$ cat src/rtl/card_draw_scheduler.sv
// Arbitrates player/dealer draw requests onto one shared card source, with
// bounded retry on out-of-range cards, shoe counting and a timed reshuffle.
module card_draw_scheduler #(
  parameter int unsigned SRC_LAT        = 2,
  parameter int unsigned SHOE_SIZE      = 52,
  parameter int unsigned SHUFFLE_CYCLES = 8,
  parameter int unsigned MAX_RETRY      = 3
) (
  input  logic       clk,
  input  logic       reset,
  input  logic       req_p,
  input  logic       req_d,
  input  logic       new_shoe,
  input  logic [3:0] src_card,
  output logic       src_on,
  output logic [3:0] card_out,
  output logic       valid_p,
  output logic       valid_d,
  output logic       busy,
  output logic       shuffle_busy,
  output logic [5:0] dealt_cnt,
  output logic       retry_err
);

  localparam int unsigned LAT_W = (SRC_LAT > 1) ? $clog2(SRC_LAT) : 1;
  localparam int unsigned RTY_W = (MAX_RETRY > 1) ? $clog2(MAX_RETRY) : 1;
  localparam int unsigned SHF_W = (SHUFFLE_CYCLES > 1) ? $clog2(SHUFFLE_CYCLES) : 1;

  typedef enum logic [2:0] {
    S_IDLE    = 3'd0,
    S_ISSUE   = 3'd1,
    S_WAIT    = 3'd2,
    S_DELIVER = 3'd3,
    S_SHUFFLE = 3'd4
  } state_t;

  state_t             state_q, state_d;
  logic               pend_p_q, pend_p_d;
  logic               pend_d_q, pend_d_d;
  logic               pend_shuf_q, pend_shuf_d;
  logic               owner_q, owner_d;      // 1 = dealer
  logic               last_q, last_d;        // last granted, 1 = dealer
  logic [RTY_W-1:0]   retry_q, retry_d;
  logic [LAT_W-1:0]   lat_q, lat_d;
  logic [SHF_W-1:0]   shf_q, shf_d;
  logic [3:0]         card_q, card_d;
  logic               err_q, err_d;
  logic [5:0]         dealt_q, dealt_d;

  logic shoe_full, want_shuf, card_ok, lat_done, shf_done, last_try, go_issue, grant;

  always_comb begin
    shoe_full = (dealt_q == 6'(SHOE_SIZE));
    want_shuf = pend_shuf_q || shoe_full;
    card_ok   = (src_card >= 4'd1) && (src_card <= 4'd10);
    lat_done  = (lat_q == LAT_W'(SRC_LAT - 1));
    shf_done  = (shf_q == SHF_W'(SHUFFLE_CYCLES - 1));
    last_try  = (retry_q == RTY_W'(MAX_RETRY - 1));
    go_issue  = (state_q == S_IDLE) && !want_shuf && (pend_p_q || pend_d_q);
    // On contention the requester that was not served last wins
    if (pend_p_q && pend_d_q) grant = ~last_q;
    else                      grant = pend_d_q;
  end

  // State register
  always_ff @(posedge clk) begin
    if (reset) state_q <= S_IDLE;
    else       state_q <= state_d;
  end

  // Next-state logic
  always_comb begin
    state_d = state_q;
    case (state_q)
      S_IDLE: begin
        if (want_shuf)                 state_d = S_SHUFFLE;
        else if (pend_p_q || pend_d_q) state_d = S_ISSUE;
      end
      S_ISSUE: state_d = S_WAIT;
      S_WAIT: begin
        if (lat_done) state_d = (card_ok || last_try) ? S_DELIVER : S_ISSUE;
      end
      S_DELIVER: state_d = S_IDLE;
      S_SHUFFLE: begin
        if (shf_done) state_d = S_IDLE;
      end
      default: state_d = S_IDLE;
    endcase
  end

  // Datapath next values
  always_comb begin
    owner_d     = go_issue ? grant : owner_q;
    last_d      = (state_q == S_DELIVER) ? owner_q : last_q;
    pend_p_d    = pend_p_q ? !(go_issue && !grant) : req_p;
    pend_d_d    = pend_d_q ? !(go_issue && grant) : req_d;
    pend_shuf_d = pend_shuf_q ? !((state_q == S_SHUFFLE) && shf_done) : new_shoe;
    lat_d       = ((state_q == S_WAIT) && !lat_done) ? lat_q + 1'b1 : '0;
    shf_d       = ((state_q == S_SHUFFLE) && !shf_done) ? shf_q + 1'b1 : '0;
    retry_d     = retry_q;
    card_d      = card_q;
    err_d       = err_q;
    dealt_d     = dealt_q;
    if (go_issue) retry_d = '0;
    if ((state_q == S_WAIT) && lat_done) begin
      if (card_ok) begin
        card_d = src_card;
      end else if (last_try) begin
        card_d = 4'd10;
        err_d  = 1'b1;
      end else begin
        retry_d = retry_q + 1'b1;
      end
    end
    if ((state_q == S_DELIVER) && !shoe_full) dealt_d = dealt_q + 6'd1;
    if ((state_q == S_SHUFFLE) && shf_done)   dealt_d = '0;
  end

  // Datapath registers
  always_ff @(posedge clk) begin
    if (reset) begin
      pend_p_q    <= 1'b0;
      pend_d_q    <= 1'b0;
      pend_shuf_q <= 1'b0;
      owner_q     <= 1'b0;
      last_q      <= 1'b1;
      retry_q     <= '0;
      lat_q       <= '0;
      shf_q       <= '0;
      card_q      <= 4'd0;
      err_q       <= 1'b0;
      dealt_q     <= 6'd0;
    end else begin
      pend_p_q    <= pend_p_d;
      pend_d_q    <= pend_d_d;
      pend_shuf_q <= pend_shuf_d;
      owner_q     <= owner_d;
      last_q      <= last_d;
      retry_q     <= retry_d;
      lat_q       <= lat_d;
      shf_q       <= shf_d;
      card_q      <= card_d;
      err_q       <= err_d;
      dealt_q     <= dealt_d;
    end
  end

  // Outputs decoded from registered state
  always_comb begin
    src_on       = (state_q == S_ISSUE);
    valid_p      = (state_q == S_DELIVER) && !owner_q;
    valid_d      = (state_q == S_DELIVER) && owner_q;
    busy         = (state_q != S_IDLE);
    shuffle_busy = (state_q == S_SHUFFLE);
    card_out     = card_q;
    dealt_cnt    = dealt_q;
    retry_err    = err_q;
  end

endmodule

$ cat config.mk
export PLATFORM = sky130hd
export DESIGN_NAME = card_draw_scheduler
export DESIGN_NICKNAME = d
export VERILOG_FILES = /design/src/rtl/card_draw_scheduler.sv
export SDC_FILE = /design/constraint.sdc
export NUM_CORES = 1
export LEC_CHECK = 0
export BUFFER_PORTS_ARGS = -buffer_cell sky130_fd_sc_hd__buf_2
export CORE_UTILIZATION = 35
export DETAILED_ROUTE_END_ITERATION = 7
export HOLD_SLACK_MARGIN = 0.05
export PLACE_DENSITY_LB_ADDON = 0.08
export SYNTH_ARGS = -nofsm -noshare
export SYNTH_HDL_FRONTEND = slang
export SYNTH_SLANG_ARGS = --single-unit
$ cat constraint.sdc
create_clock -name clk -period 2.5 [get_ports clk]
set_clock_uncertainty 0.15 [all_clocks]
set_input_delay 0.5 -clock clk [delete_from_list [all_inputs] [get_ports clk]]
set_output_delay 0.5 -clock clk [all_outputs]
set_load 0.02 [all_outputs]
* Word level (Yosys, flattened, before mapping)
Cells that the tools add are included.
** Storage, ports and cells
- Word-level logic and storage cells :: 82
- Output and inout bits :: 16
- Bits in registers :: 25
** Cells by class
- Multiplexer cells :: 16
- Equality and inequality tests :: 10
- Magnitude comparators :: 2
- Reduce and logical (&&, ||, !) cells :: 34
- Bitwise gates (word level) :: 4
- Add/sub/neg operators :: 4
** Operator list (number)
- $logic_and 1x1->1 :: 13
- $mux 3 :: 4
- $pmux 3 s4 :: 1
- $mux 2 :: 5
- $logic_not 1->1 :: 9
- $mux 4 :: 2
- $add 6x1->6 const B :: 1
- $eq 3x2->1 const B :: 2
- $eq 3x3->1 const B :: 2
- $eq 6x6->1 const B :: 1
- $reduce_and 3->1 :: 2
- $reduce_or 2->1 :: 3
- $ge 4x1->1 const B :: 1
- $le 4x4->1 const B :: 1
- $mux 1 :: 4
- $not 1->1 :: 4
- $add 3x1->3 const B :: 1
- $eq 3x1->1 const B :: 1
- $logic_not 3->1 :: 1
- $logic_or 1x1->1 :: 3
- $ne 3x2->1 const B :: 1
- $reduce_bool 3->1 :: 1
- $add 2x1->2 const B :: 1
- $eq 2x2->1 const B :: 1
- 5 further kinds :: 5

* Longest topological paths before layout
Gate-level depths: netlist of the first run.
- Depth after elaboration :: 9
- Gate-level depth with buffers :: 6

* Least setup slack after synthesis of the first run
Ideal clock, no wire load.
- Path kind :: flip-flop to flip-flop
- Start :: register dealt_q[0] (netlist: dealt_cnt[0])
- End :: register dealt_q[3] (netlist: dealt_cnt[3])
- Arrival :: 1.649 ns
- Setup time :: 0.116 ns
- Path slack :: 0.585 ns
- Path buffers :: 0
- Required time :: 2.234 ns
- Stages on the path, launching flop included :: 7
- Cell sequence :: dfxtp_1 -> inv_1 -> ha_1 -> and4b_2 -> a21oi_1 -> a211oi_1 -> a31o_2
** On the way
- Word-level cells in the longest chain between the ends :: 3
** Ends and longest elaborated chain
- from (decl) :: RTL line 48 : logic [5:0] dealt_q, dealt_d;
- from (signal assigned) :: RTL line 144 : dealt_q <= dealt_d;
- branches (longest 3 deep; another with $add 6x1->6)
Parallel ways; which one is timed is not known.
A chain may end at the register's enable or synchronous reset.

* Worst setup path after layout of the first run
- Start :: register state_q[2]
- End :: output valid_d
** On the way
- Word-level cells in the longest chain between the ends :: 2
** Ends and longest elaborated chain
- from (decl) :: RTL line 37 : state_t state_q, state_d;
- from (signal assigned) :: RTL line 68 : else state_q <= state_d;
- $eq 3x2->1 :: RTL line 152 : valid_d = (state_q == S_DELIVER) && owner_q;
- $logic_and 1x1->1 :: RTL line 152
- to (decl) :: RTL line 18 : output logic valid_d,
No other way between the ends.

==> results.json, run 1 <==
{
  "status": "finished, final reports clean",
  "utilization": 0.439,
  "worst_setup_path_end_kind": "output port",
  "non_filler_instance_count_after_layout": 198,
  "critical-path-top-delay-family": "flip-flops",
  "placed_cells_incl_taps": 194,
  "clkTransAtPathRegs_ns": 0.13,
  "cts_tree": "done",
  "setup_viol": 0,
  "data_arrival_time_of_the_critical_path_ns": 1.42,
  "die-width_um": 60.7,
  "antenna_violating_nets_post_route": 0,
  "placeableCoreArea_um2": 3150,
  "gr-usage-met3": 0.0384,
  "postCtsHoldBufs": 0,
  "worst-slew-pin-transition_ns": 0.478,
  "crit_path_start_kind": "flip-flop",
  "gr-total-overflow": 0,
  "gr-usage-all-layers": 0.144,
  "global_route_wire_length_before_repair_um": 3970,
  "fp-row-count": 20,
  "tritoncts_num_sinks": 25,
  "rsz0062_at_grt": "false",
  "yosys.cell_count.top_type": "sky130_fd_sc_hd__dfxtp_1",
  "min_period_ns": 2.07,
  "syn-mean-instance-area_um2": 9.29,
  "fp.dieArea_um2": 3690,
  "critical_path_slowest_stage_cell": "sky130_fd_sc_hd__dfxtp_1",
  "synth_area_leader_cell": "sky130_fd_sc_hd__dfxtp_1",
  "power_density_nw_per_um2": 517,
  "initial_detailed_routing_violation_count": 36,
  "first_global_vias": 898,
  "globalplace.congestion": 0.731,
  "cts.repair_timing.setup_buffer_count": 0,
  "synth_fp_nets": 143,
  "synth.lib_cells_used.distinct": 48,
  "post_synth_instance_area_um2": 1210,
  "timing.critical_path.fanout_max": 9,
  "synthDominantCellAreaShare": 0.415,
  "final_slew_violations": 0,
  "global_route_met1_utilization": 0.199,
  "finalHoldViolCount": 0,
  "ys_seq_elements": 25,
  "clkLatencyLatePin_ns": 0.32,
  "crit_path_cell_trace": "and3b_2 > and2_1 > buf_2",
  "ir_worst_vdd_v": 0.000272,
  "instance_count_of_the_mapped_netlist": 130,
  "layout-drive-gt1-share": 0.273,
  "fin_crit_sh": 0.829,
  "synth-edff-count": 0,
  "cts_resized": 0,
  "top_level_ports": 25,
  "num_antenna_cells": 0,
  "worstHoldPathType": "reg -> reg",
  "setup.worst_path.class": "reg -> out",
  "clock.fmax_ghz": 0.483,
  "vias": 1022,
  "htree_levels": 1,
  "yosys-top-cells-count": "sky130_fd_sc_hd__dfxtp_1 (25), sky130_fd_sc_hd__nor2_1 (14), sky130_fd_sc_hd__inv_1 (8)",
  "timing.critical_path.buf_inv": 1,
  "drt_first_pass_iters": 4,
  "r2r_slack_ns": 0.56,
  "place.port_buffers": 24,
  "timing.max_cap.violations": 0,
  "route.detailed.drc": 0,
  "route.final.wire_length_um": 2370,
  "fillCellCount": 345,
  "worst_path_largest_cell_delay_ns": 0.50,
  "gr-usage-met2": 0.220,
  "power_mw": 0.716,
  "asyncSetResetFlopFracSynth": 0,
  "wl_per_cell_um": 12.0,
  "syn_to_final_growth_pct": 14.7,
  "total_leakage_power_nw": 0.576,
  "synth_top_cells_by_area": "sky130_fd_sc_hd__dfxtp_1 (41%), sky130_fd_sc_hd__nor2_1 (4.4%), sky130_fd_sc_hd__ha_1 (4.1%), sky130_fd_sc_hd__and2_1 (2.6%), sky130_fd_sc_hd__nand2b_1 (2.6%)",
  "maxSlewHeadroom": 0.679,
  "busiest_layer": "met2",
  "synth_sequential_area_ratio": 0.415,
  "post_drt_via_cell_ratio": 5.16,
  "clock_tree.root_cell": "sky130_fd_sc_hd__clkbuf_4",
  "start_util": 0.383,
  "place_hpwl_um": 1790,
  "cts_inserted_buffers": 3,
  "cts_max_path_buffers": 2,
  "grt_max_degree": 22,
  "height_of_the_die_um": 60.7,
  "crit_required_ns": 1.85,
  "fin_nets": 168,
  "grt_antenna_before_repair": 0,
  "setup_tns_ns": 0,
  "synth_flop_cell": "sky130_fd_sc_hd__dfxtp_1",
  "ys_warn_count": 0
}
-- report_power, final --
part           leakage [nW]  switching, mW  internal [mW]
clock                0.0150          0.117         0.0624
sequential            0.203         0.0181          0.412
combinational         0.358         0.0590         0.0474
-- per-layer routing --
layer  vias up  part of all wire
met5         -                 0
met4         0             0.012
met3         4             0.037
met2        15              0.45
met1       477              0.50
li1        526                 -
-- stage by stage --
stage	cell area, µm²	setup WS (ns)	hold slack (ns)
floorplan	1210	0.585	0.258
global placement	1360	0.567	0.271
detailed placement	1360	0.564	0.274
CTS	1390	0.420	0.281
global route	1390	0.347	0.278
finish	1390	0.428	0.287
-- flip-flops by register name (all words and copies together) (netlist names) --
name,cells
dealt_cnt,6
state_q,3
last_q,1
shf_q,3
owner_q,1
card_out,4
pend_shuf_q,1
pend_d_q,1
retry_err,1
lat_done,1
retry_q,2
pend_p_q,1
-- placed cells by master (no fill, tap or decap), types with 3 or more instances in the layout --
| cell type | instances |
|---|---|
| sky130_fd_sc_hd__mux2i_1 | 3 |
| sky130_fd_sc_hd__a21oi_1 | 5 |
| sky130_fd_sc_hd__nor2_1 | 14 |
| sky130_fd_sc_hd__nand3b_1 | 3 |
| sky130_fd_sc_hd__ha_1 | 4 |
| sky130_fd_sc_hd__nand2b_1 | 5 |
| sky130_fd_sc_hd__o21ai_0 | 3 |
| sky130_fd_sc_hd__clkbuf_4 | 3 |
| sky130_fd_sc_hd__dfxtp_1 | 25 |
| sky130_fd_sc_hd__a211oi_1 | 3 |
| sky130_fd_sc_hd__inv_1 | 8 |
| sky130_fd_sc_hd__a311oi_1 | 3 |
| sky130_fd_sc_hd__buf_2 | 24 |
| sky130_fd_sc_hd__nand2_1 | 5 |
| sky130_fd_sc_hd__nor3_1 | 4 |
| sky130_fd_sc_hd__and2_1 | 5 |
-- path summary, 6_finish.rpt --
path                                   start            to  depth (start not counted)
worst max-delay path              state_q[2]       valid_d                          3
worst min-delay path                shf_q[0]      shf_q[0]                          1
worst max register to register  dealt_cnt[0]  dealt_cnt[3]                          6
worst min register to register      shf_q[0]      shf_q[0]                          1
-- cell families after synthesis --
kind of cell,count (synthesis),share of synthesized area
AND/OR/NAND/NOR,53,0.255
AO/OA/AOI/OAI,30,0.198
flip-flops,25,0.415
buffers and inverters,12,0.0446
adder cells (fa/ha/maj),4,0.0415
XOR/XNOR,3,0.0218
multiplexers,3,0.0249
-- cell type report --
type | instances | area [µm²] | area share
Clock buffer | 4 | 26.3 | 0.0190
Inverter | 8 | 30.0 | 0.0217
Multi-Input combinational cell | 93 | 653 | 0.472
Sequential cell | 25 | 500 | 0.361
Tap cell | 44 | 55.1 | 0.0397
Timing Repair Buffer | 24 | 120 | 0.0867
No activity file was read; power rests on OpenSTA's default activity.
==> run 2: changes to the inputs <==
- clock period: 2.5 -> 1.85 ns (I/O delays scaled with it)
==> run 2 against run 1 <==
Effect of this change: register-to-register slack got worse by 0.43 ns; sequential power increased by 35%; clock-buffer cell count unchanged; sequential share of layout area decreased by 2.2 points; core utilization increased by 3.8 points; cell count increased by 6.1%; non-clock buffer count increased by 12; critical path type unchanged.
==> results.json, run 2 (synthesis results as in run 1) <==
{
  "worst-slew-pin-transition_ns": 0.381,
  "utilization": 0.477,
  "die-width_um": 60.7,
  "height_of_the_die_um": 60.7,
  "grt_max_degree": 14,
  "r2r_slack_ns": 0.13,
  "p_seq_frac": 0.578,
  "cts_inserted_buffers": 3,
  "worstHoldPathType": "in -> reg",
  "fp.dieArea_um2": 3690,
  "clkLatencyLatePin_ns": 0.32,
  "data_arrival_time_of_the_critical_path_ns": 1.28,
  "antenna_violating_nets_post_route": 0,
  "htree_levels": 1,
  "total_leakage_power_nw": 0.637,
  "clockPowerShare": 0.247,
  "crit_required_ns": 1.33,
  "drt_first_pass_iters": 4,
  "finalHoldViolCount": 0,
  "syn_to_final_growth_pct": 24.6,
  "initial_detailed_routing_violation_count": 34,
  "comb_power_share": 0.176,
  "setup_viol": 0,
  "fin_crit_sh": 0.972,
  "grt_antenna_before_repair": 0,
  "timing.critical_path.fanout_max": 7,
  "timing.max_cap.violations": 0,
  "globalplace.congestion": 0.718,
  "wl_per_cell_um": 12.1,
  "maxSlewHeadroom": 0.746,
  "fp-row-count": 20,
  "fin_nets": 180,
  "top_level_ports": 25,
  "num_antenna_cells": 0,
  "clkTransAtPathRegs_ns": 0.13,
  "global_route_wire_length_before_repair_um": 4030,
  "worst_setup_path_end_kind": "output port",
  "critical_path_slowest_stage_cell": "sky130_fd_sc_hd__dfxtp_4",
  "critical-path-top-delay-family": "flip-flops",
  "sw_pwr_mw": 0.272,
  "route.detailed.drc": 0,
  "place_worst_setup_slack_ns": 0.0734,
  "post_drt_via_cell_ratio": 5.03,
  "power_density_nw_per_um2": 666,
  "layout-drive-gt1-share": 0.367,
  "setup.worst_path.class": "reg -> out",
  "busiest_layer": "met2",
  "status": "finished, final reports clean",
  "gr-usage-met3": 0.0448,
  "tritoncts_num_sinks": 25,
  "min_period_ns": 1.80,
  "global_route_met1_utilization": 0.197,
  "worst_slack_ns": 0.0527,
  "place.port_buffers": 24,
  "cts_max_path_buffers": 2,
  "timing.critical_path.buf_inv": 1,
  "gr-usage-all-layers": 0.146,
  "cts_tree": "done",
  "number_of_flip_flops_under_the_largest_register_name": 6,
  "gr-total-overflow": 0,
  "worst_path_largest_cell_delay_ns": 0.40,
  "layout_common_cells": "sky130_fd_sc_hd__dfxtp_1 (21), sky130_fd_sc_hd__buf_2 (21), sky130_fd_sc_hd__buf_4 (15), sky130_fd_sc_hd__nor2_1 (14), sky130_fd_sc_hd__inv_1 (6)",
  "first_global_vias": 911,
  "vias": 1057,
  "placeableCoreArea_um2": 3150,
  "start_util": 0.383,
  "power.share.switching": 0.272,
  "gr-usage-met2": 0.231,
  "route.final.wire_length_um": 2550,
  "clock_tree.root_cell": "sky130_fd_sc_hd__clkbuf_4",
  "final_slew_violations": 0,
  "crit_path_start_kind": "flip-flop",
  "ir_worst_vdd_v": 0.000313,
  "clock.fmax_ghz": 0.556,
  "cellInternalPower_mw": 0.730,
  "crit_path_cell_trace": "and3b_2 > and2_1 > buf_4",
  "setup_tns_ns": 0,
  "place_hpwl_um": 1900
}
## run 2: power by group through the flow
stage | logic [mW] | registers [mW] | clock network [mW]
after floorplan | 0.119 | 0.580 | 0
after global placement | 0.146 | 0.592 | 0
after detailed placement | 0.147 | 0.592 | 0
after CTS | 0.148 | 0.582 | 0.257
after global routing | 0.193 | 0.583 | 0.279
final | 0.176 | 0.579 | 0.247
## run 2: worst register-to-register path: stages, from the launching register on
cell	delay, ns
sky130_fd_sc_hd__dfxtp_2	0.38
sky130_fd_sc_hd__inv_1	0.05
sky130_fd_sc_hd__ha_1	0.18
sky130_fd_sc_hd__and4b_2	0.30
sky130_fd_sc_hd__a211oi_4	0.31
sky130_fd_sc_hd__a21o_2	0.19
sky130_fd_sc_hd__o32ai_1	0.06
## run 2: final cells by class
| type | count | area, µm² |
|---|---|---|
| clock buffer | 4 | 26.3 |
| fill | 330 | 1650 |
| inverter | 8 | 30.0 |
| multi-input combinational | 93 | 664 |
| sequential | 25 | 510 |
| tap | 44 | 55.1 |
| timing repair buffer | 36 | 218 |
## run 2: stage by stage
| step | std cells | hold WS [ns] | power (mW) | instance area [µm²] |
|---|---|---|---|---|
| after detailed placement | 197 | 0.277 | 0.740 | 1390 |
| after global routing | 210 | 0.137 | 1.05 | 1500 |
| after floorplan | 130 | 0.258 | 0.699 | 1210 |
| final | 210 | 0.157 | 1.00 | 1500 |
| after CTS | 201 | 0.151 | 0.987 | 1420 |
| after global placement | 197 | 0.270 | 0.738 | 1390 |
## run 2: what timing repair did
action,CTS,global route
hold buffers,0,0
setup endpoints to repair,4,9
gates resized for setup,4,8
pin swaps,0,4
buffers inserted,0,9
## run 2: per-layer routing
metal | wire [µm] | share of wire | vias to the layer above
met2 | 1230 | 0.48 | 14
met1 | 1210 | 0.48 | 499
met4 | 21 | 0.0082 | 0
li1 | - | - | 542
met3 | 86 | 0.034 | 2
met5 | 0 | 0 | -
## run 2: worst paths after layout
check / cells after the start / start / to
min: 3 / new_shoe / pend_shuf_q
max reg2reg: 6 / dealt_cnt[1] / retry_q[1]
min reg2reg: 1 / shf_q[0] / shf_q[0]
max: 3 / state_q[2] / valid_d
